File: config.mk
export PLATFORM = sky130hd
export DESIGN_NAME = pll_video_clkgen
export DESIGN_NICKNAME = d
export VERILOG_FILES = /design/src/rtl/pll_video_clkgen.sv
export SDC_FILE = /design/constraint.sdc
export NUM_CORES = 1
export LEC_CHECK = 0
export ABC_AREA = 1
export CELL_PAD_IN_SITES_DETAIL_PLACEMENT = 0
export CELL_PAD_IN_SITES_GLOBAL_PLACEMENT = 1
export CORE_MARGIN = 5
export CORE_UTILIZATION = 41
export DETAILED_ROUTE_END_ITERATION = 10
export PLACE_DENSITY_LB_ADDON = 0.1
export SYNTH_ARGS = -nofsm -noshare
export SYNTH_HDL_FRONTEND = slang
export SYNTH_SLANG_ARGS = --single-unit
File: constraint.sdc
create_clock -name clk_tb -period 2.9 [get_ports clk_tb]
set_clock_uncertainty 0.15 [all_clocks]
set_input_delay 0.725 -clock clk_tb [delete_from_list [all_inputs] [get_ports clk_tb]]
set_output_delay 0.725 -clock clk_tb [all_outputs]
set_load 0.01 [all_outputs]
File: src/rtl/pll_video_clkgen.sv
// All-digital pixel-clock generator: measures the clkin1 period in clk_tb cycles and
// synthesises clkout0 = f(clkin1)*MULT/DIV. Define PLL_CLKOUT_GATE_EN to hold clkout0 low until lock.
`timescale 1ns/1ps
module pll_video_clkgen #(
    parameter int CNT_W       = 12,
    parameter int MULT        = 3,
    parameter int DIV         = 2,
    parameter int TOL         = 1,
    parameter int LOCK_CYCLES = 16,
    parameter int ACC_W       = 16
) (
    input  logic             clk_tb,
    input  logic             rst_n,
    input  logic             clkin1,
    output logic             clkout0,
    output logic             pll_lock,
    output logic [CNT_W-1:0] ref_period
);

    localparam int                SC_W    = $clog2(LOCK_CYCLES + 1);
    localparam logic [CNT_W-1:0]  CNT_MAX = '1;
    localparam logic [ACC_W-1:0]  STEP    = ACC_W'(2 * MULT);
    localparam logic [CNT_W:0]    TOL_W   = (CNT_W + 1)'(TOL);
    localparam logic [SC_W-1:0]   LOCK_N  = SC_W'(LOCK_CYCLES);

    typedef enum logic [1:0] {UNARMED, MEASURE, TRACK, LOCKED} state_t;

    function automatic logic [CNT_W-1:0] cnt_sat_inc(input logic [CNT_W-1:0] c);
        return (c == CNT_MAX) ? c : c + CNT_W'(1);
    endfunction

    function automatic logic [CNT_W:0] abs_diff(input logic [CNT_W-1:0] a,
                                                input logic [CNT_W-1:0] b);
        logic [CNT_W:0] d;
        d = {1'b0, a} - {1'b0, b};
        return d[CNT_W] ? (~d + (CNT_W + 1)'(1)) : d;
    endfunction

    logic             sync_p0, sync_p1, sync_p2;
    logic             rise;
    logic [CNT_W-1:0] cnt_q;
    logic             sat;
    state_t           state_q, state_d;
    logic [SC_W-1:0]  stable_q, stable_d;
    logic [CNT_W-1:0] ref_q, ref_d;
    logic             lock_q, lock_d;
    logic             in_tol;
    logic [ACC_W-1:0] acc_q, acc_d, limit, sum;
    logic             tog_q, tog_d, clk_d, clk_q;

    // Stage p0/p1: metastability synchronizer; p2: edge-detect register
    always_ff @(posedge clk_tb or negedge rst_n) begin
        if (!rst_n) begin
            sync_p0 <= 1'b0;
            sync_p1 <= 1'b0;
            sync_p2 <= 1'b0;
        end else begin
            sync_p0 <= clkin1;
            sync_p1 <= sync_p0;
            sync_p2 <= sync_p1;
        end
    end

    assign rise = sync_p1 & ~sync_p2;
    assign sat  = (cnt_q == CNT_MAX) && !rise;

    always_ff @(posedge clk_tb or negedge rst_n) begin
        if (!rst_n) cnt_q <= '0;
        else        cnt_q <= rise ? CNT_W'(1) : cnt_sat_inc(cnt_q);
    end

    always_ff @(posedge clk_tb or negedge rst_n) begin
        if (!rst_n) begin
            state_q  <= UNARMED;
            stable_q <= '0;
            ref_q    <= '0;
            lock_q   <= 1'b0;
        end else begin
            state_q  <= state_d;
            stable_q <= stable_d;
            ref_q    <= ref_d;
            lock_q   <= lock_d;
        end
    end

    // Saturated counter means the reference has gone away: drop everything and re-arm
    always_comb begin
        state_d  = state_q;
        stable_d = stable_q;
        ref_d    = ref_q;
        lock_d   = lock_q;
        in_tol   = (abs_diff(cnt_q, ref_q) <= TOL_W);
        if (sat) begin
            state_d  = UNARMED;
            stable_d = '0;
            ref_d    = '0;
            lock_d   = 1'b0;
        end else begin
            case (state_q)
                UNARMED: if (rise) state_d = MEASURE;
                MEASURE: if (rise) begin
                    ref_d    = cnt_q;
                    stable_d = '0;
                    state_d  = TRACK;
                end
                TRACK: begin
                    if (rise) begin
                        ref_d    = cnt_q;
                        stable_d = in_tol ? stable_q + SC_W'(1) : '0;
                    end else if (stable_q == LOCK_N) begin
                        state_d = LOCKED;
                        lock_d  = 1'b1;
                    end
                end
                LOCKED: if (rise) begin
                    ref_d = cnt_q;
                    if (!in_tol) begin
                        state_d  = TRACK;
                        stable_d = '0;
                        lock_d   = 1'b0;
                    end
                end
                default: state_d = UNARMED;
            endcase
        end
    end

    // Phase accumulator wraps at DIV*ref_period; each wrap is one half-period of clkout0
    always_comb begin
        limit = ACC_W'(DIV) * ACC_W'(ref_q);
        sum   = acc_q + STEP;
        acc_d = sum;
        tog_d = tog_q;
        if (sat || ref_q == '0) begin
            acc_d = '0;
            tog_d = 1'b0;
        end else if (STEP >= limit) begin
            acc_d = '0;
            tog_d = ~tog_q;
        end else if (sum >= limit) begin
            acc_d = sum - limit;
            tog_d = ~tog_q;
        end
`ifdef PLL_CLKOUT_GATE_EN
        clk_d = tog_d & lock_d;
`else
        clk_d = tog_d;
`endif
    end

    always_ff @(posedge clk_tb or negedge rst_n) begin
        if (!rst_n) begin
            acc_q <= '0;
            tog_q <= 1'b0;
            clk_q <= 1'b0;
        end else begin
            acc_q <= acc_d;
            tog_q <= tog_d;
            clk_q <= clk_d;
        end
    end

    assign clkout0    = clk_q;
    assign pll_lock   = lock_q;
    assign ref_period = ref_q;

endmodule

==> results of run 1 <==
per-layer routing:
layer | wire (um) | up-vias
li1 | - | 2199
met1 | 6480 | 1988
met2 | 5280 | 87
met3 | 544 | 10
met4 | 72 | 0
met5 | 0 | -
repair_timing:
action,4_1_cts,5_1_grt
endpoints found under the setup margin,21,24
gates resized for setup,34,41
hold endpoints to repair,0,0
setup buffers,9,8
pin swaps,24,28
gates cloned,3,0
sequential cells by signal, summed over array words and instances (netlist names):
name	flops
acc_q	15
cnt_q	12
ref_period	12
stable_q	5
state_q	2
clkout0	1
pll_lock	1
sync_p0	1
sync_p1	1
sync_p2	1
how the worst min path moves through the flow:
stage | to | slack (ps)
final | sync_p1 | 210
after detailed placement | sync_p1 | 190
after CTS | sync_p1 | 210
after global routing | sync_p1 | 230
after global placement | sync_p1 | 190
after floorplan | sync_p1 | 180
kinds of logic after synthesis:
group	synth area share, %
and+or+nand+nor	31.8
buffers and inverters	10.6
AOI/OAI and AO/OA	14.2
DFF	29.6
adders and majority gates	9.34
xor gates and xnor gates	4.47
through the flow:
step                      TNS (ps)  area, sq um  power [mW]  hold WS [ps]
after floorplan              -14.6         4350        4.22           181
after global placement       -1520         5150        5.67           190
after detailed placement     -5030         5150        5.72           193
after CTS                    -2550         5530        6.70           215
after global routing         -6020         5760        7.90           225
final                        -2050         5760        7.22           210
Yosys cell counts, types with 2 or more instances:
cell type	count	share of area (%)
nand2_1	142	12
inv_1	106	9.2
dfrtp_1	51	30
nor2_1	43	3.7
nand3_1	42	4.9
ha_1	29	8.4
a21oi_1	27	3.1
o21ai_0	19	2.2
nand4_1	17	2.5
o21ai_2	15	3.0
nor3_1	14	1.6
xor2_1	12	2.4
o22ai_1	11	1.6
nand2_2	10	1.5
xnor2_1	10	2.0
inv_2	5	0.44
nor4_1	4	0.58
a211oi_1	3	0.52
a21o_1	3	0.52
a21oi_2	3	0.61
o31ai_1	3	0.52
a31oi_1	2	0.29
clkbuf_1	2	0.17
fa_1	2	0.93
nand2_4	2	0.52
nand3_4	2	0.81
nand3b_1	2	0.35
nor2_2	2	0.29
nor2_4	2	0.52
nor3_2	2	0.46
nor3_4	2	0.75
o21ai_1	2	0.23
o21bai_1	2	0.35
area by class of cell:
cell class / instances / area, sq um / share of cell area [%]
multi-input combinational: 441 / 2980 / 51.7
inverter: 112 / 433 / 7.51
clock buffer: 8 / 100 / 1.74
sequential: 51 / 1280 / 22.2
tap: 136 / 170 / 2.95
timing repair buffer: 100 / 806 / 14.0
cells in the final DEF (no fill, tap or decap), types with 10 or more instances in the layout:
master,synthesis,layout
nand2_1,142,135
inv_1,106,99
buf_4,1,81
dfrtp_1,51,50
nand3_1,42,37
nor2_1,43,36
a21oi_1,27,20
ha_1,29,19
nand4_1,17,17
o21ai_0,19,15
o21ai_2,15,15
clkdlybuf4s50_1,0,15
nand2_2,10,13
inv_2,5,12
nor3_1,14,11
xnor2_1,10,10
xor2_1,12,10
o22ai_1,11,10
ha_4,0,10
where the power goes:
| part | switching, mW | total (mW) | internal (mW) |
|---|---|---|---|
| combinational | 3.33 | 5.78 | 2.45 |
| clock | 0.245 | 0.464 | 0.219 |
| sequential | 0.121 | 0.975 | 0.855 |
critical path, stage by stage, from the launching register on:
cell	delay [ps]
dfrtp_1	370
inv_2	70
ha_4	160
nor3_4	230
nand4_4	180
nor3_4	170
xnor2_1	140
inv_1	100
ha_4	240
a21oi_1	240
o221ai_4	160
a21oi_4	210
nand2_4	140
buf_4	170
nor2_4	130
nand2_1	90
o21ai_2	60
==> results.sh, run 1 <==
export IMPL_outcome="complete, but fails checks"
export IMPL_violations="setup timing"
export IMPL_cap_violations=0
export IMPL_endpoint="acc_q[8]"
export IMPL_grt_antenna_before_repair=0
export IMPL_fin_ws_ps=-185
export IMPL_syn_area_sq_um=4310
export IMPL_slew_limit_headroom_pct=53.9
export IMPL_cts_tree="built"
export IMPL_avgViaCountPerCell=5.05
export IMPL_final_nets=745
export IMPL_globalRouteMet1Util_pct=30.9
export IMPL_nFillCells=989
export IMPL_fmax_mhz=324
export IMPL_insertedDiodeCount=0
export IMPL_clk_pin_slew_ps=100
export IMPL_grt_max_degree=52
export IMPL_clock_latency_ps=310
export IMPL_start_kind="register"
export IMPL_worstHoldStart="sync_p0"
export IMPL_h_tree_depth=2
export IMPL_critPathMaxFanout=6
export IMPL_dp_slack_ps=-381
export IMPL_dr_pass1_iters=5
export IMPL_stdcell_count=848
export IMPL_routed_wl_um=12400
export IMPL_use_met2_pct=28.9
export IMPL_rr_startpoint="acc_q[1]"
export IMPL_synth_seq_area_share_pct=29.6
export IMPL_start_util_pct=42.0
export IMPL_fin_util_pct=56.1
export IMPL_rr_endpoint="acc_q[8]"
export IMPL_worstHoldPathCells=0
export IMPL_core_area_sq_um=10300
export IMPL_grt_overflow_total=0
export IMPL_vias=4284
export IMPL_placed_cells=821
export IMPL_cts_buffer_depth=2
export IMPL_dieArea_sq_um=12700
export IMPL_avgSynthCellArea_sq_um=7.13
export IMPL_drc=0
export IMPL_area_growth_pct=33.7
export IMPL_grt_total_usage_pct=19.7
export IMPL_root_buffer="clkbuf_8"
export IMPL_max_vdd_ir_drop_mv=0.694
export IMPL_worst_pin_slew_ps=690
export IMPL_required_ps=2990
export IMPL_grt_pass1_vias=4096
export IMPL_async_flop_share_pct=100
export IMPL_synth_cell_type_count=45
export IMPL_rows=37
export IMPL_synthCells=605
export IMPL_cp_startpoint="acc_q[1]"
export IMPL_synth_edf_count=0
export IMPL_ys_ff_latch=51
export IMPL_numCtsBuffers=5
export IMPL_syn_num_nets=639
export IMPL_period_needed_ps=3080
export IMPL_chipWidth_um=113
export IMPL_leakage_nw=2.89
export IMPL_slew_viol_final=0
export IMPL_drt_initial_drc_count=259
export IMPL_critical_path_arrival_ps=3170
export IMPL_ys_warn_count=0
export IMPL_worst_setup_path_type="reg2reg"
export IMPL_holdBufCountCts=0
export IMPL_hpwlAfterDp_um=9680
export IMPL_grt_use_met3_pct=2.70
export IMPL_reg2reg_slack_ps=-180
export IMPL_setup_viol=16
export IMPL_hold_path_class="reg2reg"
export IMPL_rsz0062_at_grt="yes"
export IMPL_grt_pass1_wl_um=20400
export IMPL_gp_congestion=0.849
export IMPL_yosys_most_used_dff="dfrtp_1"
export IMPL_wl_per_cell_um=14.6
export IMPL_worstRegToRegCells=16
export IMPL_die_h_um=113
export IMPL_end_kind="register"
export IMPL_finalHoldViolCount=0
export IMPL_pin_count=17
export IMPL_busiest_layer="met1"
export IMPL_power_density_nw_per_um2=1250
export IMPL_timing_final_crit_share_pct=106
export IMPL_placement_io_buffers=16
export IMPL_cts_sinks=51
export IMPL_antenna_left=0
export IMPL_drive_gt1_share_pct=27.8
Note: power is estimated with default switching activity, not from simulation.
==> run 2: changes to the inputs <==
--- a/config.mk
+++ b/config.mk
@@ -6,11 +6,13 @@
 export NUM_CORES = 1
 export LEC_CHECK = 0
 export ABC_AREA = 1
+export ABC_CLOCK_PERIOD_IN_PS = 2900
 export CELL_PAD_IN_SITES_DETAIL_PLACEMENT = 0
 export CELL_PAD_IN_SITES_GLOBAL_PLACEMENT = 1
 export CORE_MARGIN = 5
-export CORE_UTILIZATION = 41
+export CORE_UTILIZATION = 43
 export DETAILED_ROUTE_END_ITERATION = 10
+export DONT_BUFFER_PORTS = 1
 export PLACE_DENSITY_LB_ADDON = 0.1
 export SYNTH_ARGS = -nofsm -noshare
 export SYNTH_HDL_FRONTEND = slang
==> results.sh, run 2 (synthesis results as in run 1) <==
export IMPL_rows=36
export IMPL_seqPwrFrac_pct=13.3
export IMPL_globalRouteMet1Util_pct=29.0
export IMPL_final_nets=761
export IMPL_grt_overflow_total=0
export IMPL_finalHoldViolCount=0
export IMPL_critical_path_arrival_ps=3200
export IMPL_largest_reg_flops=15
export IMPL_grt_use_met3_pct=2.62
export IMPL_cts_tree="built"
export IMPL_end_kind="register"
export IMPL_start_util_pct=44.1
export IMPL_critPathMaxFanout=6
export IMPL_numCtsBuffers=5
export IMPL_routed_wl_um=13200
export IMPL_clk_pin_slew_ps=110
export IMPL_cap_violations=0
export IMPL_fmax_mhz=320
export IMPL_drt_initial_drc_count=174
export IMPL_vias=4374
export IMPL_layout_common_cells="nand2_1, buf_4, inv_1, dfrtp_1, nor2_1"
export IMPL_insertedDiodeCount=0
export IMPL_violations="setup timing"
export IMPL_power_density_nw_per_um2=1240
export IMPL_switching_share_pct=50.5
export IMPL_grt_max_degree=52
export IMPL_whs_ps=114
export IMPL_reg2reg_slack_ps=-220
export IMPL_placement_io_buffers=0
export IMPL_slew_limit_headroom_pct=59.0
export IMPL_hpwlAfterDp_um=9960
export IMPL_comb_power_share_pct=79.9
export IMPL_cts_sinks=51
export IMPL_drive_gt1_share_pct=35.2
export IMPL_dr_pass1_iters=4
export IMPL_use_met2_pct=37.1
export IMPL_fin_util_pct=61.3
export IMPL_fin_ws_ps=-222
export IMPL_rsz0062_at_grt="yes"
export IMPL_required_ps=2980
export IMPL_gp_congestion=0.906
export IMPL_hold_path_class="in2async"
export IMPL_root_buffer="clkbuf_8"
export IMPL_h_tree_depth=2
export IMPL_dieArea_sq_um=12100
export IMPL_die_h_um=110
export IMPL_grt_total_usage_pct=21.5
export IMPL_worst_pin_slew_ps=610
export IMPL_slew_viol_final=0
export IMPL_timing_final_crit_share_pct=108
export IMPL_pin_count=17
export IMPL_switching_power_mw=3.75
export IMPL_finalPower_mw=7.41
export IMPL_chipWidth_um=110
export IMPL_intPower_mw=3.67
export IMPL_max_flop_register="acc_q"
export IMPL_period_needed_ps=3120
export IMPL_outcome="complete, but fails checks"
export IMPL_core_area_sq_um=9770
export IMPL_mostFrequentLayoutCell="nand2_1"
export IMPL_placed_cells=815
export IMPL_busiest_layer="met2"
export IMPL_drc=0
export IMPL_grt_pass1_wl_um=20300
export IMPL_dp_slack_ps=-227
export IMPL_leakage_nw=3.01
export IMPL_nFillCells=893
export IMPL_max_vdd_ir_drop_mv=0.598
export IMPL_antenna_left=0
export IMPL_stdcell_count=861
export IMPL_avgViaCountPerCell=5.08
export IMPL_clockPowerShare_pct=6.8
export IMPL_grt_antenna_before_repair=0
export IMPL_cts_buffer_depth=2
export IMPL_setup_viol=23
export IMPL_clock_latency_ps=310
export IMPL_wl_per_cell_um=15.3
export IMPL_worst_setup_path_type="reg2reg"
export IMPL_start_kind="register"
export IMPL_grt_pass1_vias=4235
export IMPL_area_growth_pct=39.1
-- run 2: cell count changes in the layout (fill, tap and decap cells not counted), moves of 3 or more --
cell,delta
buf_4,+28
clkdlybuf4s50_1,-15
nand2_1,-8
nand2_2,+8
ha_1,-6
nand3_2,+6
nand3_1,-5
buf_6,+4
ha_2,+4
a21oi_1,-3
-- run 2: worst max-delay path, stage by stage, from the launching register on --
cell	delay, ps
dfrtp_1	380
inv_2	70
ha_4	170
nor3_4	260
nand4_4	180
buf_6	160
nand2_4	60
inv_4	40
ha_4	240
a21oi_2	130
o21ai_2	70
a21oi_2	180
o221ai_4	160
a21oi_4	240
nand2_4	130
buf_4	170
inv_4	70
nand2_2	50
a21oi_2	130
-- run 2: path summary, 6_finish.rpt --
kind | startpoint | end | cells past startpoint
max in group asynchronous | rst_n | acc_q[6] | 1
setup reg to reg | acc_q[1] | acc_q[7] | 18
min in group clk_tb | sync_p0 | sync_p1 | 0
hold / removal | rst_n | cnt_q[7] | 1
setup / recovery | acc_q[1] | acc_q[7] | 18
hold reg to reg | sync_p0 | sync_p1 | 0
-- run 2: metrics by stage --
step	setup TNS (ps)	area, sq um
6_report	-3100	6000
5_1_grt	-7360	6000
4_1_cts	-1480	5560
3_5_place_dp	-3490	5090
3_3_place_gp	-1840	5090
2_1_floorplan	-14.6	4350
-- run 2: power groups by stage --
stage / Sequential [mW] / Clock (mW) / Combinational [mW]
2_1_floorplan: 0.983 / 0 / 3.24
3_3_place_gp: 0.978 / 0 / 4.57
3_5_place_dp: 0.983 / 0 / 4.64
4_1_cts: 0.975 / 0.520 / 5.11
5_1_grt: 1.00 / 0.553 / 6.55
6_report: 0.985 / 0.503 / 5.93
-- run 2: layer usage --
layer	part of all wire, %	routed length, um
met5	0	0
met4	1.1	140
met3	3.4	445
met2	50	6580
met1	46	6010
-- run 2: final cells by class --
type | count | area [sq um] | share of cell area, %
well taps | 133 | 166 | 2.78
multi-input cells | 441 | 3100 | 51.7
clock buffers | 5 | 68.8 | 1.15
repair buffers | 116 | 913 | 15.2
flip-flops and latches | 51 | 1280 | 21.3
clock inverters | 3 | 43.8 | 0.730
inverters | 112 | 425 | 7.10
-- run 2: what timing repair did --
action,4_1_cts,5_1_grt
pin swaps,29,52
hold endpoints to repair,51,0
cloned,3,0
buffers inserted,20,15
setup endpoints to repair,23,24
gates resized for setup,34,73
hold buffers,1,0
==> run 3: changes to the inputs <==
--- a/config.mk
+++ b/config.mk
@@ -13,7 +13,7 @@
 export CORE_UTILIZATION = 43
 export DETAILED_ROUTE_END_ITERATION = 10
 export DONT_BUFFER_PORTS = 1
-export PLACE_DENSITY_LB_ADDON = 0.1
+export PLACE_DENSITY_LB_ADDON = 0.08
 export SYNTH_ARGS = -nofsm -noshare
 export SYNTH_HDL_FRONTEND = slang
 export SYNTH_SLANG_ARGS = --single-unit
==> results.sh, run 3 (synthesis results as in run 1) <==
export IMPL_switching_power_mw=3.61
export IMPL_largest_reg_flops=15
export IMPL_grt_antenna_before_repair=0
export IMPL_power_density_nw_per_um2=1200
export IMPL_dr_pass1_iters=5
export IMPL_vias=4282
export IMPL_timing_final_crit_share_pct=105
export IMPL_die_h_um=110
export IMPL_final_nets=742
export IMPL_layout_common_cells="nand2_1, inv_1, buf_4, dfrtp_1, nor2_1"
export IMPL_drt_initial_drc_count=209
export IMPL_drc=0
export IMPL_gp_congestion=0.907
export IMPL_worst_pin_slew_ps=576
export IMPL_fin_ws_ps=-140
export IMPL_grt_total_usage_pct=21.9
export IMPL_antenna_left=0
export IMPL_placement_io_buffers=0
export IMPL_worst_setup_path_type="reg2reg"
export IMPL_nFillCells=895
export IMPL_setup_viol=16
export IMPL_violations="setup timing"
export IMPL_rows=36
export IMPL_chipWidth_um=110
export IMPL_cts_buffer_depth=2
export IMPL_pin_count=17
export IMPL_required_ps=2960
export IMPL_fin_util_pct=59.2
export IMPL_period_needed_ps=3040
export IMPL_hpwlAfterDp_um=9820
export IMPL_cap_violations=0
export IMPL_dieArea_sq_um=12100
export IMPL_end_kind="register"
export IMPL_dpl_cell_area_sq_um=5080
export IMPL_slew_viol_final=0
export IMPL_hold_path_class="in2async"
export IMPL_mostFrequentLayoutCell="nand2_1"
export IMPL_avgViaCountPerCell=5.09
export IMPL_numCtsBuffers=5
export IMPL_grt_overflow_total=0
export IMPL_fmax_mhz=329
export IMPL_cts_sinks=51
export IMPL_clock_latency_ps=310
export IMPL_final_setup_tns_ps=-1180
export IMPL_drive_gt1_share_pct=32.0
export IMPL_max_vdd_ir_drop_mv=0.494
export IMPL_intPower_mw=3.33
export IMPL_slew_limit_headroom_pct=61.3
export IMPL_grt_max_degree=52
export IMPL_routed_wl_um=12700
export IMPL_area_growth_pct=34.2
export IMPL_critical_path_arrival_ps=3100
export IMPL_start_util_pct=44.1
export IMPL_worstRegToRegCells=17
export IMPL_design_area_sq_um=5790
export IMPL_clk_pin_slew_ps=110
export IMPL_grt_pass1_wl_um=20800
export IMPL_leakage_nw=2.91
export IMPL_cts_tree="built"
export IMPL_wl_per_cell_um=15.0
export IMPL_comb_power_share_pct=79.3
export IMPL_switching_share_pct=52.0
export IMPL_root_buffer="clkbuf_8"
export IMPL_stdcell_count=842
export IMPL_insertedDiodeCount=0
export IMPL_placed_cells=813
export IMPL_outcome="complete, but fails checks"
export IMPL_clockPowerShare_pct=6.5
export IMPL_finalHoldViolCount=0
export IMPL_rsz0062_at_grt="yes"
export IMPL_seqPwrFrac_pct=14.2
export IMPL_h_tree_depth=2
export IMPL_critPathMaxFanout=3
export IMPL_core_area_sq_um=9770
export IMPL_start_kind="register"
export IMPL_max_flop_register="acc_q"
export IMPL_grt_pass1_vias=4321
run 3: area by class of cell:
cell class	instances	area [sq um]	area share, %
Multi-Input combinational cell	441	3050	52.7
Tap cell	133	166	2.88
Inverter	112	423	7.31
Clock buffer	5	68.8	1.19
Clock inverter	3	26.3	0.454
Sequential cell	51	1280	22.0
Timing Repair Buffer	97	774	13.4
run 3: layer usage:
metal / global-route usage (%) / vias up / wire length (um)
met1: 30.2 / 2014 / 5840
met5: 0 / - / 0
met4: 3.25 / 0 / 169
met3: 2.33 / 15 / 369
met2: 38.0 / 59 / 6280
li1: - / 2194 / -
run 3: per-stage QoR:
stage / setup WS (ps) / hold slack (ps) / total power, mW
floorplan: -14.6 / 181 / 4.22
global placement: -129 / 193 / 5.48
detailed placement: -227 / 187 / 5.53
CTS: -104 / 112 / 6.33
global route: -263 / 107 / 7.60
finish: -140 / 105 / 6.95
run 3: critical path, stage by stage, from the launching register on:
cell,delay [ps]
dfrtp_1,380
inv_2,60
buf_4,140
a21oi_4,120
buf_4,130
nand3_1,80
xor2_1,150
inv_1,120
ha_4,290
buf_4,110
nand2_1,130
o21ai_1,210
a21oi_2,80
nor2_1,150
inv_1,90
o31ai_1,290
xnor2_1,180
o21ai_2,80
run 3: worst paths after layout:
path                           from         to  slack (ps)
max                        acc_q[1]  acc_q[11]        -140
min                           rst_n  acc_q[15]         110
max reg2reg                acc_q[1]  acc_q[11]        -140
min reg2reg                 sync_p0    sync_p1         220
max in group asynchronous     rst_n   cnt_q[3]        2280
min in group clk_tb         sync_p0    sync_p1         220
run 3: power groups by stage:
stage	clock (mW)	sequential [mW]	combinational, mW
2_1_floorplan	0	0.983	3.24
3_3_place_gp	0	0.983	4.50
3_5_place_dp	0	0.987	4.55
4_1_cts	0.462	0.977	4.89
5_1_grt	0.489	1.01	6.10
6_report	0.450	0.988	5.51
run 3: what timing repair did:
action	4_1_cts	5_1_grt
setup endpoints to repair	21	24
gates resized for setup	36	60
pin swaps	29	29
gates cloned	2	1
hold endpoints to repair	51	0
hold buffers	1	0
buffers inserted	9	8
==> RTL edit (config.mk and constraints of run 1) <==
`LOCK_CYCLES`: 16 -> 8.
--- a/src/rtl/pll_video_clkgen.sv
+++ b/src/rtl/pll_video_clkgen.sv
@@ -8,3 +8,3 @@
     parameter int TOL         = 1,
-    parameter int LOCK_CYCLES = 16,
+    parameter int LOCK_CYCLES = 8,
     parameter int ACC_W       = 16
Function: same outputs for any inputs over 10 cycles, from zero or initial values and one cycle with rst_n low; that may be too few to reach the edited logic, so the function may still have changed.
==> RTL edit against run 1 <==
The run still ends with negative setup slack left; global-route usage is 0.27 points lower; routed wire length decreased by 3.9%; sequential cell count fell by 1; design area about the same; setup slack improved by 76 ps; utilization up 2.3 points; total power grew 4.3%; area after synthesis fell by 3.3%; largest cell class unchanged.
==> RTL edit: results (changes against run 1) <==
[outcome]
violations = negative setup slack
status = finished, violations left

[clock_tree]
cts_buffer_depth = 2  ; unchanged
cts_max_level = 2  ; unchanged
path_clk_slew_ps = 100  ; about the same
insertion_delay_ps = 300

[placed_design]
hpwl_um = 9425  ; -2.7%
placed_cells = 818  ; -0.37%
place_congestion = 0.9042  ; +6.5%

[worst_setup_path]
reg2reg_depth = 15  ; -1
path_max_fanout = 6  ; unchanged
crit_family = compound AO/OA/AOI/OAI gates
cp_slowest_cell = dfrtp_1

[grt]
grt_start_max_net_pins = 48  ; -7.7%
grt.total_usage = 0.1941  ; -0.002738
antenna_found_initial = 0  ; unchanged
grt_pass1_wl_um = 19860  ; -2.8%
first_global_vias = 4086  ; -0.24%

[timing]
setup_viol = 13  ; -3
worst_pin_slew_ps = 653.8  ; -36.70 ps
setup_ws_ps = -109.0  ; +75.74 ps

[power_and_ir_drop]
p_switching_mw = 3.839  ; +3.8%
power_leakage_nw = 2.922  ; +1.0%
ir_worst_vdd_mv = 0.6670  ; -3.8%

[cells_and_area]
diodes = 0  ; unchanged
fill_cells = 935  ; -5.5%
layout.nets = 741  ; -0.54%
top_register = acc_q
stdcell_count = 841  ; -0.83%
layout-drive-gt1-share = 0.3093  ; +0.03123
largest_register_ffs = 15  ; unchanged

[route]
wire_per_inst_um = 14.14  ; -3.1%
drt-initial-drc-count = 290  ; +12%
firstDrtPassIters = 5  ; unchanged
vias = 4179  ; -2.5%

[logic_synthesis]
synth_ff_type = dfrtp_1
syn_nets = 630  ; -1.4%
synth_cell_types = 43  ; -4.4%
seq_area_frac_synth = 0.3002  ; +0.004215
synth_common_cells = nand2_1, inv_1, dfrtp_1
syn_avg_cell_area_um2 = 6.993  ; -1.9%
synth_edf_count = 0  ; unchanged
synth.area.top_cells = dfrtp_1, nand2_1, ha_1
async_flop_share = 1.000  ; unchanged
yosysWarnings = 0  ; unchanged

[worst_hold_path]
hp-class = input port to asynchronous set/reset pin

[RTL edit: cell types whose count changed after synthesis, moves of 4 or more]
cell,run 1,this run
xnor2_1,10,5
inv_1,106,93
o21ai_2,15,0
nand3_1,42,49
inv_2,5,10
nand2_1,142,153
nand4_1,17,9
xor2_1,12,21
nand2_2,10,6
[RTL edit: kinds of logic (layout without fill, tap and decap cells)]
family / count (synthesis) / in the layout / synth area share
AO/OA/AOI/OAI: 90 / 90 / 0.1321
AND/OR/NAND/NOR: 291 / 291 / 0.3140
XOR/XNOR: 27 / 27 / 0.05854
buffers and inverters: 107 / 219 / 0.09847
flip-flops: 50 / 50 / 0.3002
adder cells (fa/ha/maj): 31 / 31 / 0.09667
[RTL edit: timing repair]
action | 4_1_cts | 5_1_grt
hold buffers | 0 | 0
pin swaps | 28 | 35
setup endpoints to repair | 22 | 24
cloned | 0 | 0
gates resized for setup | 45 | 62
buffers inserted | 7 | 9
[RTL edit: final timing paths]
| check | startpoint | to | slack (ps) |
|---|---|---|---|
| max in group asynchronous | rst_n | sync_p0 | 2060 |
| worst min register to register | sync_p0 | sync_p1 | 220 |
| worst min-delay path | rst_n | cnt_q[8] | 70 |
| worst max register to register | acc_q[1] | clkout0 | -110 |
| worst max-delay path | acc_q[1] | clkout0 | -110 |
| min in group clk_tb | sync_p0 | sync_p1 | 220 |
[RTL edit: power by group through the flow]
stage          Sequential (mW)  Combinational, mW  Clock [mW]
2_1_floorplan            0.979               3.23           0
3_3_place_gp             0.965               4.93           0
3_5_place_dp             0.970               4.95           0
4_1_cts                  0.962               5.38       0.525
5_1_grt                  0.991               6.69       0.556
6_report                 0.972               6.05       0.511
[RTL edit: through the flow]
stage / hold WS (ps) / TNS, ps / power (mW) / instance area [µm²] / setup slack (ps)
after detailed placement: 196.9 / -3312 / 5.919 / 5071 / -265.5
after global placement: 198.6 / -2324 / 5.896 / 5071 / -182.7
final: 65.37 / -674.4 / 7.531 / 5761 / -109.0
after CTS: 60.80 / -1002 / 6.866 / 5420 / -101.1
after global routing: 53.87 / -4196 / 8.241 / 5761 / -299.6
after floorplan: 181.2 / 0 / 4.212 / 4183 / 7.779
[RTL edit: cell type report]
class / instances / share of cell area
Clock buffer: 5 / 0.01195
Clock inverter: 3 / 0.007602
Inverter: 103 / 0.06885
Multi-Input combinational cell: 439 / 0.5152
Sequential cell: 50 / 0.2172
Tap cell: 133 / 0.02889
Timing Repair Buffer: 108 / 0.1503
[RTL edit: metal layers]
metal,share of wire,global-route usage,up-vias,wire [µm]
met2,0.44,0.2998,60,5280
li1,-,-,2173,-
met3,0.035,0.02620,4,422
met4,0.0035,0.02135,0,42
met5,0,0,-,0
met1,0.52,0.2974,1942,6145
